### config.mk
export PLATFORM = sky130hd
export DESIGN_NAME = sar_conv_ctrl
export DESIGN_NICKNAME = d
export VERILOG_FILES = /design/src/rtl/sar_pkg.sv /design/src/rtl/sar_avg_acc.sv /design/src/rtl/sar_conv_ctrl.sv
export SDC_FILE = /design/constraint.sdc
export NUM_CORES = 1
export LEC_CHECK = 0
export BUFFER_PORTS_ARGS = -buffer_cell sky130_fd_sc_hd__buf_2
export CAP_MARGIN = 20
export CORE_MARGIN = 4
export CORE_UTILIZATION = 55
export DETAILED_ROUTE_END_ITERATION = 10
export GPL_ROUTABILITY_DRIVEN = 0
export GPL_TIMING_DRIVEN = 0
export PLACE_DENSITY = 0.78
export RECOVER_POWER = 25
export SYNTH_ARGS = -nofsm -noshare
export SYNTH_HDL_FRONTEND = slang
export SYNTH_SLANG_ARGS = --single-unit
export TNS_END_PERCENT = 100
### constraint.sdc
create_clock -name clk -period 1.8 [get_ports clk]
set_input_delay 0.36 -clock clk [delete_from_list [all_inputs] [get_ports clk]]
set_output_delay 0.36 -clock clk [all_outputs]
set_load 0.01 [all_outputs]
### src/rtl/sar_pkg.sv
// Shared types and constants for the SAR conversion controller.
//   sar_state_t      : controller state encoding
//   SarNBitsDefault  : default result width
//   PhaseCntW        : width of the sample/settle phase counter (covers 1..15 cycles)
package sar_pkg;

  typedef enum logic [2:0] {
    StIdle,
    StSample,
    StSettle,
    StCompare,
    StDone
  } sar_state_t;

  localparam int unsigned SarNBitsDefault = 8;
  localparam int unsigned PhaseCntW       = 4;

endpackage

### src/rtl/sar_avg_acc.sv
// Conversion averager: accumulates 2^AVG_LOG2 results and reports their truncated mean.
// Ports:
//   clk_i         clock
//   rst_i         synchronous active-high reset, clears accumulator and count
//   conv_valid_i  one-cycle strobe when a conversion result is final
//   conv_data_i   that conversion result
//   last_o        the strobed conversion is the last one of the group
//   avg_o         mean of the group including the current conversion (valid with last_o)
module sar_avg_acc #(
  parameter int unsigned N_BITS   = 8,
  parameter int unsigned AVG_LOG2 = 2
) (
  input  logic              clk_i,
  input  logic              rst_i,
  input  logic              conv_valid_i,
  input  logic [N_BITS-1:0] conv_data_i,
  output logic              last_o,
  output logic [N_BITS-1:0] avg_o
);

  localparam int unsigned AccW = N_BITS + AVG_LOG2;
  localparam int unsigned CntW = (AVG_LOG2 > 0) ? AVG_LOG2 : 1;

  logic [AccW-1:0] acc_q, sum;
  logic [CntW-1:0] cnt_q;

  assign sum    = acc_q + AccW'(conv_data_i);
  assign last_o = (AVG_LOG2 == 0) ? 1'b1 : (cnt_q == '1);
  assign avg_o  = N_BITS'(sum >> AVG_LOG2);

  always_ff @(posedge clk_i) begin
    if (rst_i) begin
      acc_q <= '0;
      cnt_q <= '0;
    end else if (conv_valid_i) begin
      if (last_o) begin
        acc_q <= '0;
        cnt_q <= '0;
      end else begin
        acc_q <= sum;
        cnt_q <= cnt_q + 1'b1;
      end
    end
  end

endmodule

### src/rtl/sar_conv_ctrl.sv
// Sequencing controller for an N_BITS SAR ADC: sample, then one settle/compare pair per bit,
// MSB first, then a done pulse with the result on dout.
// Optional feature macro: SAR_AVG_EN -- average 2^AVG_LOG2 conversions per done pulse.
// Ports:
//   clk       clock, all state on rising edge
//   rst       synchronous active-high reset
//   en        continuous mode: restart after each done while high
//   start     single-shot request, honoured only when idle
//   cmp       comparator result (1 = vin >= dac_code), used only while cmp_en is high
//   smpl      sample switch enable
//   cmp_en    comparator latch strobe
//   dac_code  capacitive-DAC trial code
//   busy      high whenever not idle
//   done      one-cycle pulse when dout updates
//   dout      last completed result
module sar_conv_ctrl
  import sar_pkg::*;
#(
  parameter int unsigned N_BITS        = SarNBitsDefault,
  parameter int unsigned SAMPLE_CYCLES = 2,
  parameter int unsigned SETTLE_CYCLES = 1
`ifdef SAR_AVG_EN
  ,
  parameter int unsigned AVG_LOG2      = 2
`endif
) (
  input  logic              clk,
  input  logic              rst,
  input  logic              en,
  input  logic              start,
  input  logic              cmp,
  output logic              smpl,
  output logic              cmp_en,
  output logic [N_BITS-1:0] dac_code,
  output logic              busy,
  output logic              done,
  output logic [N_BITS-1:0] dout
);

  localparam int unsigned BitW = (N_BITS > 1) ? $clog2(N_BITS) : 1;
  localparam logic [PhaseCntW-1:0] SampleLoad = PhaseCntW'(SAMPLE_CYCLES - 1);
  localparam logic [PhaseCntW-1:0] SettleLoad =
      (SETTLE_CYCLES == 0) ? '0 : PhaseCntW'(SETTLE_CYCLES - 1);
  localparam logic [BitW-1:0] MsbIdx = BitW'(N_BITS - 1);
  // With no settling time each bit trial goes straight to the compare.
  localparam sar_state_t TrialSt = (SETTLE_CYCLES == 0) ? StCompare : StSettle;

  sar_state_t          state_q, state_d;
  logic [PhaseCntW-1:0] cnt_q, cnt_d;
  logic [BitW-1:0]     idx_q, idx_d;
  logic [N_BITS-1:0]   res_q, res_d, res_upd, trial;
  logic [N_BITS-1:0]   dout_q, dout_d, conv_word;
  logic                conv_end, conv_last, fin_q;

  assign trial    = res_q | (N_BITS'(1) << idx_q);
  assign conv_end = (state_q == StCompare) && (idx_q == '0);

  // Result with the bit under test replaced by the comparator decision.
  always_comb begin
    res_upd        = res_q;
    res_upd[idx_q] = cmp;
  end

`ifdef SAR_AVG_EN
  sar_avg_acc #(
    .N_BITS  (N_BITS),
    .AVG_LOG2(AVG_LOG2)
  ) u_avg (
    .clk_i       (clk),
    .rst_i       (rst),
    .conv_valid_i(conv_end),
    .conv_data_i (res_upd),
    .last_o      (conv_last),
    .avg_o       (conv_word)
  );

  // Remembers whether the DONE being entered closes an averaging group.
  always_ff @(posedge clk) begin
    if (rst) begin
      fin_q <= 1'b0;
    end else if (conv_end) begin
      fin_q <= conv_last;
    end
  end
`else
  assign conv_last = 1'b1;
  assign conv_word = res_upd;
  assign fin_q     = 1'b1;
`endif

  always_comb begin
    state_d  = state_q;
    cnt_d    = cnt_q;
    idx_d    = idx_q;
    res_d    = res_q;
    dout_d   = dout_q;
    smpl     = 1'b0;
    cmp_en   = 1'b0;
    dac_code = '0;
    done     = 1'b0;
    busy     = (state_q != StIdle);

    case (state_q)
      StIdle: begin
        if (start || en) begin
          state_d = StSample;
          cnt_d   = SampleLoad;
          res_d   = '0;
        end
      end
      StSample: begin
        smpl = 1'b1;
        if (cnt_q == '0) begin
          state_d = TrialSt;
          cnt_d   = SettleLoad;
          idx_d   = MsbIdx;
        end else begin
          cnt_d = cnt_q - 1'b1;
        end
      end
      StSettle: begin
        dac_code = trial;
        if (cnt_q == '0) begin
          state_d = StCompare;
        end else begin
          cnt_d = cnt_q - 1'b1;
        end
      end
      StCompare: begin
        dac_code = trial;
        cmp_en   = 1'b1;
        res_d    = res_upd;
        if (idx_q == '0) begin
          state_d = StDone;
          if (conv_last) begin
            dout_d = conv_word;
          end
        end else begin
          idx_d   = idx_q - 1'b1;
          state_d = TrialSt;
          cnt_d   = SettleLoad;
        end
      end
      StDone: begin
        done = fin_q;
        // Mid-group conversions restart unconditionally; en only matters at group end.
        if (!fin_q || en) begin
          state_d = StSample;
          cnt_d   = SampleLoad;
          res_d   = '0;
        end else begin
          state_d = StIdle;
        end
      end
      default: state_d = StIdle;
    endcase
  end

  always_ff @(posedge clk) begin
    if (rst) begin
      state_q <= StIdle;
      cnt_q   <= '0;
      idx_q   <= '0;
      res_q   <= '0;
      dout_q  <= '0;
    end else begin
      state_q <= state_d;
      cnt_q   <= cnt_d;
      idx_q   <= idx_d;
      res_q   <= res_d;
      dout_q  <= dout_d;
    end
  end

  assign dout = dout_q;

endmodule

* Yosys cells after proc, flatten, opt, wreduce, memory -nomap -nowiden
Index checks and enable logic that the tools add are counted.
** Storage, ports and cells
- Register bits after elaboration :: 26
- Latch bits :: 0
- Bits in writable memories :: 0
- Bits in read-only memories :: 0
- Input bits :: 5
- Output and inout bits :: 20
- Logic and storage cells :: 61
- Memories :: 0
** Operators by class
- Add/subtract/negate cells :: 2
- $mul :: 0
- Div/mod/pow operators :: 0
- Order comparisons :: 2
- Equality and inequality tests :: 10
- Shift-type cells :: 1
- Multiplexer cells :: 25
- Bitwise gates (word level) :: 1
- Reduce and logical (&&, ||, !) cells :: 15
** Operator list (count)
- two-way mux 8 bit :: 3
- one-hot mux 8 bit (3 select lines) :: 1
- two-way mux 4 bit :: 5
- one-hot mux 4 bit (5 select lines) :: 1
- two-way mux 3 bit :: 6
- one-hot mux 3 bit (5 select lines) :: 1
- inequality test 2 bit, second input constant :: 6
- AND reduction 3 bit :: 3
- bitwise mux 8 bit :: 1
- OR 8 bit :: 1
- << shifter 1 x 3 -> 8 bit, first input constant :: 1
- == test 3 x 2 -> 1 bit, second input constant :: 2
- logical NOT 3 bit :: 2
- one-hot mux 3 bit (2 select lines) :: 1
- nonzero test 3 bit :: 2
- two-way mux 1 bit :: 5
- AND reduction 5 bit :: 1
- nonzero test 5 bit :: 1
- logical NOT 4 bit :: 1
- < comparator 3 x 4 -> 1 bit, second input constant :: 1
- subtractor 4 x 1 -> 4 bit, second input constant :: 1
- demux 1 bit (select 3 bit) :: 1
- == test 3 x 1 -> 1 bit, second input constant :: 1
- == test 3 bit, second input constant :: 1
- other kinds (7) :: 7

* Logic depth before layout (Yosys ltp)
Gate-level depths: netlist of run 1.
- Depth in word-level cells :: 6
- Mapped depth :: 8
- Depth with buffers taken out :: 6

* Least setup slack after synthesis of run 1
No wires, ideal clock.
- Kind :: register to output
- Start point :: register idx_q[0]
- End point :: output port dac_code[0]
- Data arrival time :: 1302 ps
- Required time :: 1440 ps
- Slack :: 138 ps
- Stages on the path, launching flop included :: 7
- Path buffers :: 1
- Path through :: dfxtp_1 > buf_2 > inv_1 > ha_1 > nor2b_1 > nor2_1 > nor2_1
** On the way
- Cells in the longest elaborated chain, start to end :: 3
** Ends and longest elaborated chain
- start, declared :: RTL line sar_conv_ctrl.sv:50 : logic [BitW-1:0] idx_q, idx_d;
- start signal, assigned :: RTL line sar_conv_ctrl.sv:169 : idx_q <= idx_d;
- << shifter 1 x 3 -> 8 bit :: RTL line sar_conv_ctrl.sv:55 : assign trial = res_q | (N_BITS'(1) << idx_q);
- OR 8 bit :: RTL line sar_conv_ctrl.sv:55
- two-way mux 8 bit :: RTL line sar_conv_ctrl.sv:103 : case (state_q)
- end, declared :: RTL line sar_conv_ctrl.sv:34 : output logic [N_BITS-1:0] dac_code,
Every way passes these cells.

* Worst setup path after layout of run 1
Ends and elaborated chain as after synthesis.

==> impl_metrics.toml, run 1 <==
[sta]
timing_worst_slew_pin_value_ns = 0.741
slew_headroom = 0.503
final-hold-violation-count = 0
rsz0062_at_grt = "yes"
setup_viol_count_final = 3
final.setup.worst_slack_ns = -0.0197
final_min_period_over_clock_period = 1.01
report.final.slew_viol_count = 0
max_fclk_ghz = 0.550
finClkSkew_ns = 0.0120
finalCriticalPeriod_ns = 1.82

[power]
vdd_drop_max_mv = 1.34
p_leak_nw = 0.780
power_density_nw_per_um2 = 1680

[finish]
final_cell_area_um2 = 1960
area_of_the_multi_input_gates_um2 = 1010
finish.utilization = 0.715
final_stage_net_count = 232
area.growth.synth_to_final_pct = 25.2
sequential_cell_area_um2 = 534
antenna-diode-count = 0
post_route_cells_drive_above_1_share = 0.320
nFillCells = 209

[clock_network]
clock_insertion_delay_at_the_later_pin_of_the_skew_report_ns = 0.34
cts_root_buf = "sky130_fd_sc_hd__clkbuf_4"
tritoncts.num_buffers = 3
clk_path_buf_depth = 2
clkSinkCount = 26
htree_levels = 1
post_cts_hold_buffer_count = 0
clkSlewWorstSetupHoldPaths_ns = 0.15
cts_tree = "built"

[yosys]
yosysTopAreaCell = "sky130_fd_sc_hd__dfxtp_1"
synthesis.area_um2 = 1560
syn_inst = 183
mapped_nets = 195
synth-seq-area-share = 0.333
synthesis.area_per_instance_um2 = 8.53
synthDominantCellAreaShare = 0.333
dominantRegCellSynth = "sky130_fd_sc_hd__dfxtp_1"
postSynth.asyncResetShare = 0
synth_most_common_cell = "sky130_fd_sc_hd__dfxtp_1"
synth_common_cells = "sky130_fd_sc_hd__dfxtp_1 (26), sky130_fd_sc_hd__nor2_1 (23), sky130_fd_sc_hd__a21oi_1 (21), sky130_fd_sc_hd__nand3_1 (9), sky130_fd_sc_hd__nand2b_1 (8)"
synth.lib_cells_used.distinct = 46
ys.warnings.count = 0
synth-edff-count = 0
postSynthRegisterBits = 26
synth.area.top_cells = "sky130_fd_sc_hd__dfxtp_1 (33%), sky130_fd_sc_hd__a21oi_1 (6.7%), sky130_fd_sc_hd__ha_1 (5.6%)"

[drt]
drt_total_wl_um = 4030
first_pass_iters = 4
detailroute.via_count = 1479
drt-wirelength-per-cell_um = 16.1
drc_errors = 0
antenna_nets_post_route = 0
detailedRoute.firstIterationViolations = 64
drt-vias-per-instance = 5.92

[placed_design]
place.detailed.hpwl_um = 2700
port_buffers = 23
placedInstanceArea_um2 = 1720

[worst_setup_path]
worstPathBufferInverterCount = 3
critical-path-max-stage-delay_ns = 0.39
worst_setup_path_start_kind = "flip-flop"
critPathTopFamily = "flip-flops"
timing.critical_path.cells = "buf_8 -> inv_8 -> ha_4 -> nor2b_4 -> nor2_2 -> nor2_1 -> buf_2"
worst_setup_end_kind = "output port"
criticalPathCategory = "flip-flop to output port"
timing.critical_path.fanout_max = 4
worst-endpoint-arrival_ns = 1.46
cp_slowest_cell = "sky130_fd_sc_hd__dfxtp_4"
worstPathRequired_ns = 1.44

[flow_run]
cap_viol_max_count = 0

[floorplanning]
floorplan.io_pins = 25
die_area_um2 = 3760
core_region_area_um2 = 2730
std_cell_rows = 19
die_y_um = 61.3
initial_core_util = 0.571
die_w_um = 61.3

[min_path]
hold_path.class = "primary input to flip-flop"

[global_routing]
grt_overflow = 0
antenna_found_initial = 0
via_count_of_the_first_global_routing_pass = 1363
globalRouteTotalUtil = 0.226
grt_pass1_wl_um = 6280
grt_max_degree = 16

[run_status]
violations = "negative setup slack"
result_of_the_run = "finished with violations"
## worst reg2reg max path, delay by kind of cell, from the launching register on
family                     cells  cell delay (ns)
DFF                            1             0.39
muxes                          1             0.22
adders and majority gates      1             0.16
and+or+nand+nor                3             0.42
buffers and inverters          4             0.41
## power by group
group	internal (mW)	switching (mW)	leakage [nW]
Clock	0.225	0.185	0.0279
Sequential	0.704	0.106	0.214
Combinational	0.946	1.12	0.538
## layer usage
| layer | share of wire | global-route usage |
|---|---|---|
| met2 | 0.51 | 0.399 |
| met5 | 0 | 0 |
| met1 | 0.42 | 0.265 |
| met3 | 0.043 | 0.0335 |
| met4 | 0.022 | 0.111 |
## registers in the layout, indices dropped and copies added, names as in the netlist
name / count
idx_q: 3
res_q: 8
cnt_q: 4
state_q: 3
dout: 8
## final cells by class
cell class	instances	area share
multi-input cells	137	0.514
flip-flops and latches	26	0.273
clock inverters	1	0.0154
repair buffers	33	0.0921
clock buffers	3	0.0115
well taps	31	0.0198
plain buffers	12	0.0537
inverters	7	0.0198
## through the flow
stage / hold WS [ns] / instances / total power [mW] / worst slack, ns / setup TNS [ns]
2_1_floorplan: 0.457 / 183 / 1.99 / 0.138 / 0
3_3_place_gp: 0.456 / 237 / 2.29 / -0.0921 / -0.293
3_5_place_dp: 0.478 / 237 / 2.34 / -0.113 / -0.397
4_1_cts: 0.415 / 244 / 2.97 / -0.00214 / -0.00214
5_1_grt: 0.452 / 250 / 3.48 / -0.124 / -0.304
6_report: 0.418 / 250 / 3.28 / -0.0197 / -0.0494
## cells by family after synthesis
family | Yosys count | share of synthesized area
AO/OA/AOI/OAI | 46 | 0.197
adder cells (fa/ha/maj) | 7 | 0.0561
AND/OR/NAND/NOR | 73 | 0.271
buffers and inverters | 20 | 0.0617
flip-flops | 26 | 0.333
multiplexers | 11 | 0.0809
## layout by cell type (no fill, tap or decap), drive strengths merged, types with 4 or more instances in the layout
master / Yosys / final
a211oi: 6 / 6
nand2b: 9 / 9
dfxtp: 26 / 26
nand3b: 4 / 4
nand3: 9 / 9
buf: 8 / 34
mux2i: 8 / 8
nor3: 6 / 6
inv: 7 / 7
clkbuf: 5 / 14
a21oi: 22 / 22
nor3b: 5 / 5
nor2: 24 / 24
nand2: 5 / 5
ha: 7 / 7
o21ai: 4 / 4
## worst paths after layout
check	start	endpoint	slack, ns	cells past startpoint
worst max register to register	idx_q[0]$_SDFFE_PP0P_	idx_q[1]$_SDFFE_PP0P_	0.09	9
worst min register to register	res_q[6]$_SDFFE_PP0P_	res_q[6]$_SDFFE_PP0P_	0.49	2
worst max-delay path	idx_q[0]$_SDFFE_PP0P_	dac_code[0]	-0.02	7
worst min-delay path	rst	res_q[0]$_SDFFE_PP0P_	0.42	2
## timing repair
action,CTS,global route
setup endpoints to repair,17,13
setup buffers,4,6
gates resized for setup,25,21
hold endpoints to repair,0,0
gates cloned,0,0
pin swaps,2,6
No activity file was read; power rests on OpenSTA's default activity.
==> run 2: changes to the inputs <==
PLACE_DENSITY = 0.89   (was 0.78)
==> run 2 against run 1 <==
  * The flow now finishes without violations
  * Cell count up 0.40%
  * Die area unchanged
  * Sequential power down 0.5%
  * Critical path type unchanged
  * Critical endpoint unchanged
  * Largest power group unchanged
==> impl_metrics.toml, run 2 (same netlist as run 1, synthesis figures left out) <==
[sta]
setup_viol_count_final = 0
slew_headroom = 0.547
timing_worst_slew_pin_value_ns = 0.675
max_fclk_ghz = 0.556
rsz0062_at_grt = "yes"
finalCriticalPeriod_ns = 1.80
finClkSkew_ns = 0.0101
report.final.slew_viol_count = 0
final-hold-violation-count = 0
hold-worst-slack_ns = 0.464
final_min_period_over_clock_period = 1.00

[floorplanning]
std_cell_rows = 19
die_y_um = 61.3
die_w_um = 61.3
core_region_area_um2 = 2730
floorplan.io_pins = 25
initial_core_util = 0.571
die_area_um2 = 3760

[finish]
area.growth.synth_to_final_pct = 26.0
finish.utilization = 0.719
post_route_cells_drive_above_1_share = 0.323
most_used_cells_in_the_layout_excluding_fill_and_tap_cells = "sky130_fd_sc_hd__nor2_1 (21), sky130_fd_sc_hd__dfxtp_1 (20), sky130_fd_sc_hd__a21oi_1 (17)"
final_stage_net_count = 233
final_common_cell = "sky130_fd_sc_hd__nor2_1"
nFillCells = 198
antenna-diode-count = 0

[flow_run]
cap_viol_max_count = 0

[drt]
detailroute.via_count = 1502
antenna_nets_post_route = 0
drt-vias-per-instance = 5.98
drt-wirelength-per-cell_um = 15.7
drt_total_wl_um = 3930
first_pass_iters = 4
detailedRoute.firstIterationViolations = 85
drc_errors = 0

[global_routing]
grt_max_degree = 16
globalRouteTotalUtil = 0.223
antenna_found_initial = 0
grt_pass1_wl_um = 6310
via_count_of_the_first_global_routing_pass = 1375
grt_overflow = 0

[power]
vdd_drop_max_mv = 1.13
power_density_nw_per_um2 = 1680
total_power_mw = 3.30
p_leak_nw = 0.786

[clock_network]
htree_levels = 1
clkSinkCount = 26
cts_tree = "built"
clock_insertion_delay_at_the_later_pin_of_the_skew_report_ns = 0.33
clkSlewWorstSetupHoldPaths_ns = 0.15
clk_path_buf_depth = 2
tritoncts.num_buffers = 3
cts_root_buf = "sky130_fd_sc_hd__clkbuf_4"

[worst_setup_path]
criticalPathCategory = "flip-flop to output port"
worst-endpoint-arrival_ns = 1.44
worst_setup_end_kind = "output port"
timing.critical_path.fanout_max = 3
worstPathRequired_ns = 1.44
worst_setup_path_start_kind = "flip-flop"
worst_r2r_path_depth = 6

[min_path]
timing.hold.worst_path_depth = 3
hold_path.class = "primary input to flip-flop"

[placed_design]
port_buffers = 23
place.detailed.hpwl_um = 2530

[run_status]
result_of_the_run = "finished, final reports clean"
==> run 2: metal layers <==
metal	wire, µm	up-vias	global-route usage	part of all wire
met1	1790	714	0.327	0.45
li1	-	723	-	-
met2	1860	63	0.323	0.47
met4	26	0	0.108	0.0066
met3	260	2	0.0252	0.066
met5	0	-	0	0
==> run 2: worst paths after layout <==
path | from | end | slack, ns
worst max-delay path | idx_q[1]$_SDFFE_PP0P_ | dac_code[0] | 0.0004
worst min-delay path | cmp | dout[3]$_SDFFE_PP0P_ | 0.46
worst max register to register | cnt_q[0]$_SDFFE_PP0P_ | idx_q[1]$_SDFFE_PP0P_ | 0.06
worst min register to register | dout[6]$_SDFFE_PP0P_ | dout[6]$_SDFFE_PP0P_ | 0.49
==> run 2: per-stage QoR <==
| stage | worst slack [ns] | area, µm² | std cells | setup TNS (ns) |
|---|---|---|---|---|
| 2_1_floorplan | 0.138 | 1560 | 183 | 0 |
| 3_3_place_gp | -0.122 | 1720 | 237 | -0.210 |
| 3_5_place_dp | -0.175 | 1720 | 237 | -0.444 |
| 4_1_cts | -0.0623 | 1870 | 246 | -0.0623 |
| 5_1_grt | -0.0693 | 1970 | 251 | -0.118 |
| 6_report | 0.000407 | 1970 | 251 | 0 |
==> run 2: worst max-delay path, stage by stage, from the launching register on <==
cell                      delay, ns
sky130_fd_sc_hd__dfxtp_2       0.36
sky130_fd_sc_hd__buf_6         0.12
sky130_fd_sc_hd__inv_4         0.06
sky130_fd_sc_hd__ha_4          0.13
sky130_fd_sc_hd__nor2b_4       0.15
sky130_fd_sc_hd__nor2_2        0.06
sky130_fd_sc_hd__nor2_2        0.11
sky130_fd_sc_hd__buf_2         0.14
==> run 2: timing repair <==
| item | CTS | global route |
|---|---|---|
| gates cloned | 0 | 0 |
| setup buffers | 6 | 5 |
| resized for setup | 23 | 23 |
| hold buffers | 0 | 0 |
| setup endpoints to repair | 17 | 14 |
| pin swaps | 2 | 5 |
==> run 2: final cells by class <==
cell class                      instances  area [µm²]  area share
Inverter                                7        36.3      0.0184
Multi-Input combinational cell        137        1010       0.513
Clock inverter                          1        30.0      0.0153
Sequential cell                        26         533       0.271
Clock buffer                            3        22.5      0.0115
Timing Repair Buffer                   34         188      0.0954
Buffer                                 12         109      0.0553
Tap cell                               31        38.8      0.0197
==> run 2: power by group <==
| part | internal [mW] | total, mW | switching (mW) |
|---|---|---|---|
| Clock | 0.225 | 0.408 | 0.182 |
| Sequential | 0.702 | 0.806 | 0.104 |
| Combinational | 0.962 | 2.08 | 1.12 |
| Total | 1.89 | 3.30 | 1.41 |
==> run 3: changes to the inputs <==
CORE_MARGIN = unset   (was 4)
==> run 3 against run 2 <==
  * The run now ends with negative setup slack left
  * Cell count down 1.2%
  * Clock-buffer cell count did not move
  * Non-clock buffer count shrank 2
  * Core utilization up 2.9 points
  * Largest power group unchanged
  * Flip-flop and latch count stayed put
  * Fmax fell by 3.2%
  * Critical path depth stayed put
  * Via count up 0.33%
==> impl_metrics.toml, run 3 (same netlist as run 1, synthesis figures left out) <==
[finish]
area.growth.synth_to_final_pct = 24.2
post_layout_nonfiller_instances = 248
final_stage_net_count = 231
finish.utilization = 0.749
nFillCells = 178
final_common_cell = "sky130_fd_sc_hd__nor2_1"
area_of_the_multi_input_gates_um2 = 1010
sequential_cell_area_um2 = 532
post_route_cells_drive_above_1_share = 0.317
antenna-diode-count = 0
most_used_cells_in_the_layout_excluding_fill_and_tap_cells = "sky130_fd_sc_hd__nor2_1 (23), sky130_fd_sc_hd__dfxtp_1 (21), sky130_fd_sc_hd__a21oi_1 (16)"

[drt]
detailedRoute.firstIterationViolations = 80
first_pass_iters = 4
detailroute.via_count = 1507
drt_total_wl_um = 3990
drt-wirelength-per-cell_um = 16.1
antenna_nets_post_route = 0
drc_errors = 0
drt-vias-per-instance = 6.08

[power]
power_density_nw_per_um2 = 1680
pwr-share-seq = 0.247
power_switching_share = 0.436
power.net_switching_mw = 1.42
power.combinational.fraction = 0.628
p_leak_nw = 0.772
clock_power_share = 0.125
vdd_drop_max_mv = 1.46
p_int_mw = 1.84

[clock_network]
cts_root_buf = "sky130_fd_sc_hd__clkbuf_4"
cts_tree = "built"
clock_insertion_delay_at_the_later_pin_of_the_skew_report_ns = 0.33
clkSinkCount = 26
tritoncts.num_buffers = 3
clk_path_buf_depth = 2
htree_levels = 1
clkSlewWorstSetupHoldPaths_ns = 0.15

[worst_setup_path]
timing.critical_path.fanout_max = 3
worst-endpoint-arrival_ns = 1.50
worst_setup_end_kind = "output port"
criticalPathCategory = "flip-flop to output port"
worst_r2r_path_depth = 6
worstPathRequired_ns = 1.44
worst_setup_path_start_kind = "flip-flop"

[run_status]
violations = "negative setup slack"
result_of_the_run = "finished with violations"

[global_routing]
globalRouteTotalUtil = 0.256
grt_overflow = 0
antenna_found_initial = 0
grt_max_degree = 16
grt_pass1_wl_um = 6340
via_count_of_the_first_global_routing_pass = 1368

[floorplanning]
floorplan.io_pins = 25
std_cell_rows = 18
initial_core_util = 0.603
die_w_um = 55.3
die_y_um = 55.3
core_region_area_um2 = 2590
die_area_um2 = 3060

[sta]
final.setup.worst_slack_ns = -0.0600
timing_worst_slew_pin_value_ns = 0.747
rsz0062_at_grt = "yes"
max_fclk_ghz = 0.538
final-hold-violation-count = 0
finalCriticalPeriod_ns = 1.86
report.final.slew_viol_count = 0
setup_viol_count_final = 1
slew_headroom = 0.499
final_min_period_over_clock_period = 1.03
finClkSkew_ns = 0.0125

[flow_run]
cap_viol_max_count = 0

[placed_design]
pre_cts_slack_ns = -0.172
dp_cells = 236
port_buffers = 23
place.detailed.hpwl_um = 2390

[min_path]
hold_path.class = "primary input to flip-flop"
timing.hold.worst_path_depth = 2
## run 3: power by group through the flow
stage          Clock [mW]  Sequential [mW]  Combinational (mW)
2_1_floorplan           0            0.780                1.21
3_3_place_gp            0            0.795                1.51
3_5_place_dp            0            0.799                1.52
4_1_cts             0.414            0.805                1.81
5_1_grt             0.433            0.822                2.23
6_report            0.409            0.806                2.05
## run 3: area by class of cell
cell class | count | area share
multi-input cells | 137 | 0.519
flip-flops and latches | 26 | 0.274
repair buffers | 32 | 0.0890
plain buffers | 12 | 0.0523
well taps | 30 | 0.0194
inverters | 7 | 0.0187
clock inverters | 1 | 0.0155
clock buffers | 3 | 0.0116
## run 3: final timing paths
check,startpoint,endpoint,slack [ns]
worst max-delay path,idx_q[1]$_SDFFE_PP0P_,dac_code[0],-0.06
worst min-delay path,rst,res_q[0]$_SDFFE_PP0P_,0.44
worst max register to register,cnt_q[0]$_SDFFE_PP0P_,idx_q[0]$_SDFFE_PP0P_,0.07
worst min register to register,res_q[5]$_SDFFE_PP0P_,res_q[5]$_SDFFE_PP0P_,0.51
## run 3: stage by stage
| step | power, mW | area, µm² | hold slack [ns] | setup TNS, ns |
|---|---|---|---|---|
| 5_1_grt | 3.49 | 1940 | 0.459 | -0.376 |
| 3_3_place_gp | 2.31 | 1710 | 0.470 | -0.331 |
| 3_5_place_dp | 2.32 | 1710 | 0.477 | -0.474 |
| 4_1_cts | 3.03 | 1890 | 0.430 | -0.00981 |
| 6_report | 3.27 | 1940 | 0.442 | -0.0600 |
| 2_1_floorplan | 1.99 | 1560 | 0.457 | 0 |
## run 3: critical path, cell delays in order, from the launching register on
cell                      delay [ns]
sky130_fd_sc_hd__dfxtp_2        0.36
sky130_fd_sc_hd__buf_6          0.12
sky130_fd_sc_hd__inv_4          0.06
sky130_fd_sc_hd__ha_4           0.13
sky130_fd_sc_hd__nor2b_4        0.16
sky130_fd_sc_hd__nor2_1         0.06
sky130_fd_sc_hd__nor2_1         0.13
sky130_fd_sc_hd__buf_2          0.15
## run 3: repair_timing
action / in CTS / in global routing
buffers inserted: 7 / 2
gates cloned: 0 / 0
pin swaps: 2 / 4
resized for setup: 27 / 18
setup endpoints to repair: 17 / 17
hold buffers: 0 / 0
## run 3: routing by layer
metal	vias up	routed length, µm	global-route usage	part of all wire
li1	722	-	-	-
met1	701	1710	0.383	0.43
met2	70	1910	0.363	0.48
met3	14	282	0.0234	0.071
met4	0	84	0.132	0.021
met5	-	0	0	0
